$ cat src/rtl/debug_node_mailbox_if.sv
// Bundle of per-node handshake inputs and mailbox outputs shared by the
// demo user logic (master) and the debug_node_mailbox block (slave).
interface debug_node_mailbox_if #(
  parameter int NODES = 4,
  parameter int BITS  = 128
);
  logic [NODES-1:0]      in_tgl;
  logic [NODES*BITS-1:0] in_data;
  logic                  hold;
  logic [NODES-1:0]      clr_overrun;
  logic [NODES*BITS-1:0] out_data;
  logic [NODES*BITS-1:0] identity;
  logic [NODES-1:0]      update;
  logic [NODES-1:0]      overrun;
  logic [NODES*8-1:0]    update_count;
  logic [NODES-1:0]      led;

  modport master (
    output in_tgl, in_data, hold, clr_overrun,
    input  out_data, identity, update, overrun, update_count, led
  );

  modport slave (
    input  in_tgl, in_data, hold, clr_overrun,
    output out_data, identity, update, overrun, update_count, led
  );
endinterface

$ cat src/rtl/debug_node_mailbox.sv
// Per-node mailbox: toggle/data handshake drives opcode updates (load/set/
// clear/flip) of a registered outgoing word, with a global hold and one-deep pending slot.
module debug_node_mailbox #(
  parameter int          NODES   = 4,
  parameter int          BITS    = 128,
  parameter int          LED_BIT = 0,
  parameter logic [31:0] ID_BASE = 32'h1122_3300
) (
  input  logic                 clk,
  input  logic                 rst_n,
  debug_node_mailbox_if.slave  bus
);

  logic [NODES-1:0]           tgl_prev_r;
  logic [NODES-1:0]           pend_valid_r;
  logic [NODES-1:0][BITS-1:0] pend_data_r;
  logic [NODES-1:0][BITS-1:0] out_r;
  logic [NODES-1:0][BITS-1:0] id_r;
  logic [NODES-1:0]           update_r;
  logic [NODES-1:0]           overrun_r;
  logic [NODES-1:0][7:0]      count_r;
  logic [NODES-1:0]           led_r;

  logic [NODES-1:0]           event_s;
  logic [NODES-1:0]           apply_s;
  logic [NODES-1:0]           pend_load_s;
  logic [NODES-1:0]           pend_valid_nxt_s;
  logic [NODES-1:0]           overrun_nxt_s;
  logic [NODES-1:0]           led_nxt_s;
  logic [NODES-1:0][BITS-1:0] word_s;
  logic [NODES-1:0][BITS-1:0] apply_word_s;
  logic [NODES-1:0][BITS-1:0] out_nxt_s;
  logic [NODES-1:0][BITS-1:0] id_s;
  logic [NODES-1:0][7:0]      count_nxt_s;

  function automatic logic [BITS-1:0] id_word(input int n);
    logic [BITS+31:0] ext;
    ext = {{BITS{1'b0}}, ID_BASE + 32'(n)};
    return ext[BITS-1:0];
  endfunction

  // Opcode lives in the top two bits; they are stripped from the payload so
  // the outgoing word's top two bits can never become set.
  function automatic logic [BITS-1:0] apply_op(input logic [BITS-1:0] cur,
                                               input logic [BITS-1:0] word);
    logic [BITS-1:0] p;
    p = word;
    p[BITS-1:BITS-2] = 2'b00;
    case (word[BITS-1:BITS-2])
      2'b00:   apply_op = p;
      2'b01:   apply_op = cur | p;
      2'b10:   apply_op = cur & ~p;
      2'b11:   apply_op = cur ^ p;
      default: apply_op = p;
    endcase
  endfunction

  // Per-channel event detection, pending-slot control and next output values.
  always_comb begin
    event_s          = {NODES{1'b0}};
    apply_s          = {NODES{1'b0}};
    pend_load_s      = {NODES{1'b0}};
    pend_valid_nxt_s = {NODES{1'b0}};
    overrun_nxt_s    = {NODES{1'b0}};
    led_nxt_s        = {NODES{1'b0}};
    word_s           = '0;
    apply_word_s     = '0;
    out_nxt_s        = '0;
    id_s             = '0;
    count_nxt_s      = '0;
    for (int n = 0; n < NODES; n++) begin
      word_s[n]      = bus.in_data[n*BITS +: BITS];
      event_s[n]     = bus.in_tgl[n] ^ tgl_prev_r[n];
      id_s[n]        = id_word(n);
      // A pending word always drains before a new one, so order is preserved.
      pend_load_s[n] = event_s[n] & (bus.hold | pend_valid_r[n]);
      if (bus.hold) begin
        apply_s[n]          = 1'b0;
        apply_word_s[n]     = word_s[n];
        pend_valid_nxt_s[n] = pend_valid_r[n] | event_s[n];
      end else if (pend_valid_r[n]) begin
        apply_s[n]          = 1'b1;
        apply_word_s[n]     = pend_data_r[n];
        pend_valid_nxt_s[n] = event_s[n];
      end else begin
        apply_s[n]          = event_s[n];
        apply_word_s[n]     = word_s[n];
        pend_valid_nxt_s[n] = 1'b0;
      end
      if (bus.hold && event_s[n] && pend_valid_r[n]) begin
        overrun_nxt_s[n] = 1'b1;
      end else if (bus.clr_overrun[n]) begin
        overrun_nxt_s[n] = 1'b0;
      end else begin
        overrun_nxt_s[n] = overrun_r[n];
      end
      if (apply_s[n]) begin
        out_nxt_s[n] = apply_op(out_r[n], apply_word_s[n]);
      end else begin
        out_nxt_s[n] = out_r[n];
      end
      if (apply_s[n] && (count_r[n] != 8'd255)) begin
        count_nxt_s[n] = count_r[n] + 8'd1;
      end else begin
        count_nxt_s[n] = count_r[n];
      end
      led_nxt_s[n] = ~out_nxt_s[n][LED_BIT];
    end
  end

  // State and output registers; reset captures in_tgl so no spurious event follows.
  always_ff @(posedge clk) begin
    if (!rst_n) begin
      tgl_prev_r   <= bus.in_tgl;
      pend_valid_r <= {NODES{1'b0}};
      pend_data_r  <= '0;
      out_r        <= '0;
      update_r     <= {NODES{1'b0}};
      overrun_r    <= {NODES{1'b0}};
      count_r      <= '0;
      led_r        <= {NODES{1'b1}};
      id_r         <= id_s;
    end else begin
      tgl_prev_r   <= bus.in_tgl;
      pend_valid_r <= pend_valid_nxt_s;
      for (int n = 0; n < NODES; n++) begin
        if (pend_load_s[n]) begin
          pend_data_r[n] <= word_s[n];
        end else begin
          pend_data_r[n] <= pend_data_r[n];
        end
      end
      out_r        <= out_nxt_s;
      update_r     <= apply_s;
      overrun_r    <= overrun_nxt_s;
      count_r      <= count_nxt_s;
      led_r        <= led_nxt_s;
      id_r         <= id_s;
    end
  end

  assign bus.out_data     = out_r;
  assign bus.identity     = id_r;
  assign bus.update       = update_r;
  assign bus.overrun      = overrun_r;
  assign bus.update_count = count_r;
  assign bus.led          = led_r;

endmodule

$ cat src/flat_wrapper.sv
// flat-port wrapper written by rule: the top's interface ports become plain ports
module debug_node_mailbox_flat 
#(
  parameter int          NODES   = 4,
  parameter int          BITS    = 128,
  parameter int          LED_BIT = 0,
  parameter logic [31:0] ID_BASE = 32'h1122_3300
)
  (clk, rst_n, bus_in_tgl, bus_in_data, bus_hold, bus_clr_overrun, bus_out_data, bus_identity, bus_update, bus_overrun, bus_update_count, bus_led);
  debug_node_mailbox_if #(.NODES(NODES), .BITS(BITS)) bus_i ();
  input  logic clk;
  input  logic rst_n;
  input wire logic [$bits(bus_i.in_tgl)-1:0] bus_in_tgl;
  input wire logic [$bits(bus_i.in_data)-1:0] bus_in_data;
  input wire logic [$bits(bus_i.hold)-1:0] bus_hold;
  input wire logic [$bits(bus_i.clr_overrun)-1:0] bus_clr_overrun;
  output wire logic [$bits(bus_i.out_data)-1:0] bus_out_data;
  output wire logic [$bits(bus_i.identity)-1:0] bus_identity;
  output wire logic [$bits(bus_i.update)-1:0] bus_update;
  output wire logic [$bits(bus_i.overrun)-1:0] bus_overrun;
  output wire logic [$bits(bus_i.update_count)-1:0] bus_update_count;
  output wire logic [$bits(bus_i.led)-1:0] bus_led;
  assign bus_i.in_tgl = bus_in_tgl;
  assign bus_i.in_data = bus_in_data;
  assign bus_i.hold = bus_hold;
  assign bus_i.clr_overrun = bus_clr_overrun;
  assign bus_out_data = bus_i.out_data;
  assign bus_identity = bus_i.identity;
  assign bus_update = bus_i.update;
  assign bus_overrun = bus_i.overrun;
  assign bus_update_count = bus_i.update_count;
  assign bus_led = bus_i.led;
  debug_node_mailbox #(.NODES(NODES), .BITS(BITS), .LED_BIT(LED_BIT), .ID_BASE(ID_BASE)) u_core (.clk(clk), .rst_n(rst_n), .bus(bus_i));
endmodule
$ cat config.mk
export PLATFORM = sky130hd
export DESIGN_NAME = debug_node_mailbox_flat
export DESIGN_NICKNAME = d
export VERILOG_FILES = /design/src/rtl/debug_node_mailbox_if.sv /design/src/rtl/debug_node_mailbox.sv /design/src/flat_wrapper.sv
export SDC_FILE = /design/constraint.sdc
export NUM_CORES = 2
export LEC_CHECK = 0
export BUFFER_PORTS_ARGS = -buffer_cell sky130_fd_sc_hd__buf_2
export CELL_PAD_IN_SITES_DETAIL_PLACEMENT = 0
export CELL_PAD_IN_SITES_GLOBAL_PLACEMENT = 2
export CORE_AREA = 3 3 616 618
export CTS_CLUSTER_SIZE = 14
export DETAILED_ROUTE_END_ITERATION = 10
export DIE_AREA = 0 0 619 621
export PLACE_DENSITY_LB_ADDON = 0.1
export SYNTH_ARGS = -nofsm -noshare
export SYNTH_HDL_FRONTEND = slang
export SYNTH_SLANG_ARGS = --single-unit
$ cat constraint.sdc
create_clock -name clk -period 2.4 [get_ports clk]
set_input_delay 0.6 -clock clk [delete_from_list [all_inputs] [get_ports clk]]
set_output_delay 0.6 -clock clk [all_outputs]
set_load 0.01 [all_outputs]
==> summary.txt <==
CP peak stage delay - 0.49 ns
Die Width - 619 microns
flop2flop setup slack - 0.22 ns
ys async rst share - 0
filler cell count - 40,000
total power divided by cell area - 601 nW/um^2
GP Congestion - 0.760
DRT Wirelength - 340,000 microns
drt first pass iters - 5
aggregate global routing overflow - 0
H-tree levels - 4
Worst Setup SP - u_core.bus.update_count[15]
setup bufs post-CTS - 0
P&R area growth vs syn - 37.1%
most frequent cells in the layout - nand2_1, buf_2, dfxtp_1
outcome - completed
reg2reg path depth - 8
I/O pin cnt - 1,591
area leader, netlist - dfxtp_1
Setup-failing EPs final - 0
initial antenna violation count - 101
synthesized flop and latch total - 1,068
multi-input logic area - 45,900 sq um
Pleak - 47.0 nW
routed length per instance - 21.3 microns
Post-route DRC - 0
Max IR drop VDD - 0.000463 V
core area - 375,000 sq um
Clock Pin Slew Worst Setup and Hold Paths - 0.06 ns
Cell variety after synth - 71
Synth Warn # - 0
detailed-route via count - 69,300
min-delay src - bus_in_data[139]
Die Area - 384,000 sq um
share of cells above drive strength 1 - 0.233
DR vias/cell - 4.34
Worst Setup EP - bus_update_count[15]
CTS sink count - 1,068
latest clock arrival within the worst-skew pair - 0.86 ns
Least-Margin Pin Slew - 0.571 ns
largest net degree at the start of global routing - 69
# port buffers - 1,070
count of standard-cell rows - 225
commonest non-fill, non-tap cell in the layout - nand2_1
min Tclk post-route - 2.23 ns
setup TNS - 0 ns
post-synthesis sequential area ratio - 0.289
R2R Path Start - u_core.pend_valid_r[0]
Startpoint Class - flip-flop
Max transition margin - 0.618
first-pass GRT wire length - 491,000 microns
Post-DP HPWL - 247,000 microns
Required @ worst endpoint - 1.80 ns
Sequential Area - 21,400 sq um
Post-Route Skew - 0.0557 ns
dpl ws - -0.509 ns
Longest Clk Path Bufs - 4
Max Slew Vio Count - 0
CP cell instances - buf_2
post-synth top area share - 0.289
kind of critical path - flip-flop to output port
clk root buf - clkbuf_16
HP Class - input pin to flip-flop
Final Hold Fails - 0
crit path buf inv count - 1
Synth Flop Type - dfxtp_1
Nets - 12,400
CP max stage cell - dfxtp_1
Total GRT Usage - 0.169
crit path DAT - 1.63 ns
RSZ-0062 raised after global routing - no
syn avg cell area - 8.40 sq um
MaxCap Viol Count - 0
starting density of the core - 0.198
cell area after layout - 102,000 sq um
Post-synth EDFFs - 0
WP depth - 1
Cell Area, Synth - 74,100 sq um
Synth Instances - 8,821
Placed Area - 91,200 sq um
Num CTS Buffers - 168
PnR worst setup slack - 0.169 ns
Max Clk Rate - 0.448 GHz
CP top delay family - flip-flops
CTS tree - done
vias in the first global route - 68,600
DIE HEIGHT - 621 microns
DRT antenna net count - 0
crit path capture type - output port
final core utilization - 0.271
final worst path period share - 0.930
Initial DRC Count - 3,265
R2R Path End - u_core.bus.out_data[47]
Crit Path Max Fanout - 8
largest cells by area after synthesis - dfxtp_1, ha_1, nand2_1
## synth_stat cells, drive strengths merged, types with 72 or more instances
library cell / number
a21oi: 912
clkbuf: 388
or3: 73
buf: 791
a211oi: 104
mux2: 201
nor2: 158
ha: 1012
nand2: 1677
a22o: 183
mux2i: 513
dfxtp: 1068
o21ai: 432
nand3: 134
o311ai: 72
inv: 521
a221oi: 377
## routing by layer
layer / share of wire / GRT usage / up-vias
met5: 0.00053 / 0 / -
met4: 0.029 / 0.0474 / 30
met3: 0.053 / 0.0338 / 450
met2: 0.49 / 0.298 / 1552
met1: 0.43 / 0.207 / 33600
li1: - / - / 33700
## state kept, by name, indices dropped and copies added (netlist names), named ones only
signal	flops
u_core.bus.out_data	500
u_core.bus.overrun	4
u_core.bus.update_count	32
u_core.pend_valid_r	4
u_core.bus.update	4
u_core.tgl_prev_r	4
u_core.pend_data_r	512
u_core.bus.led	4
## cell type report
cell class | count | share of cell area
flip-flops and latches | 1068 | 0.211
clock inverters | 22 | 0.00234
multi-input cells | 6570 | 0.451
diodes | 33 | 0.000813
clock buffers | 253 | 0.0481
inverters | 522 | 0.0194
well taps | 4994 | 0.0615
repair buffers | 2519 | 0.206
## cells by family after synthesis
kind of cell               after synthesis  synth area share
DFF                                   1068             0.289
muxes                                  714             0.102
other                                    2          0.000101
and+or+nand+nor                       2141             0.118
buffers and inverters                 1701             0.124
AOI/OAI and AO/OA                     2159             0.194
adders and majority gates             1012             0.171
xor gates and xnor gates                24           0.00284
## metrics by stage
step,instances,power [mW],hold WS [ns]
3_3_place_gp,15200,36.3,0.439
2_1_floorplan,9339,29.5,0.434
6_report,16000,61.1,0.0941
3_5_place_dp,15200,36.8,0.444
5_1_grt,16000,64.9,0.0370
4_1_cts,15900,62.8,0.00112
## worst min-delay path by stage
stage	endpoint	depth (start not counted)
final	u_core.pend_data_r[139]	3
after global routing	u_core.pend_data_r[139]	3
after CTS	u_core.pend_data_r[139]	3
after detailed placement	u_core.pend_data_r[196]	2
after global placement	u_core.pend_data_r[413]	2
after floorplan	u_core.pend_data_r[384]	2
## power breakdown
| group | total [mW] | internal, mW | switching [mW] |
|---|---|---|---|
| Clock | 24.2 | 14.1 | 10.1 |
| Combinational | 16.5 | 7.11 | 9.41 |
| Sequential | 20.4 | 19.2 | 1.22 |
## timing repair
action                     CTS  global route
pin swaps                    0             0
hold buffers               513             0
hold endpoints to repair   513             0
gates resized for setup      2             1
setup endpoints to repair   69             2
Power figures use the tool's default switching activity.
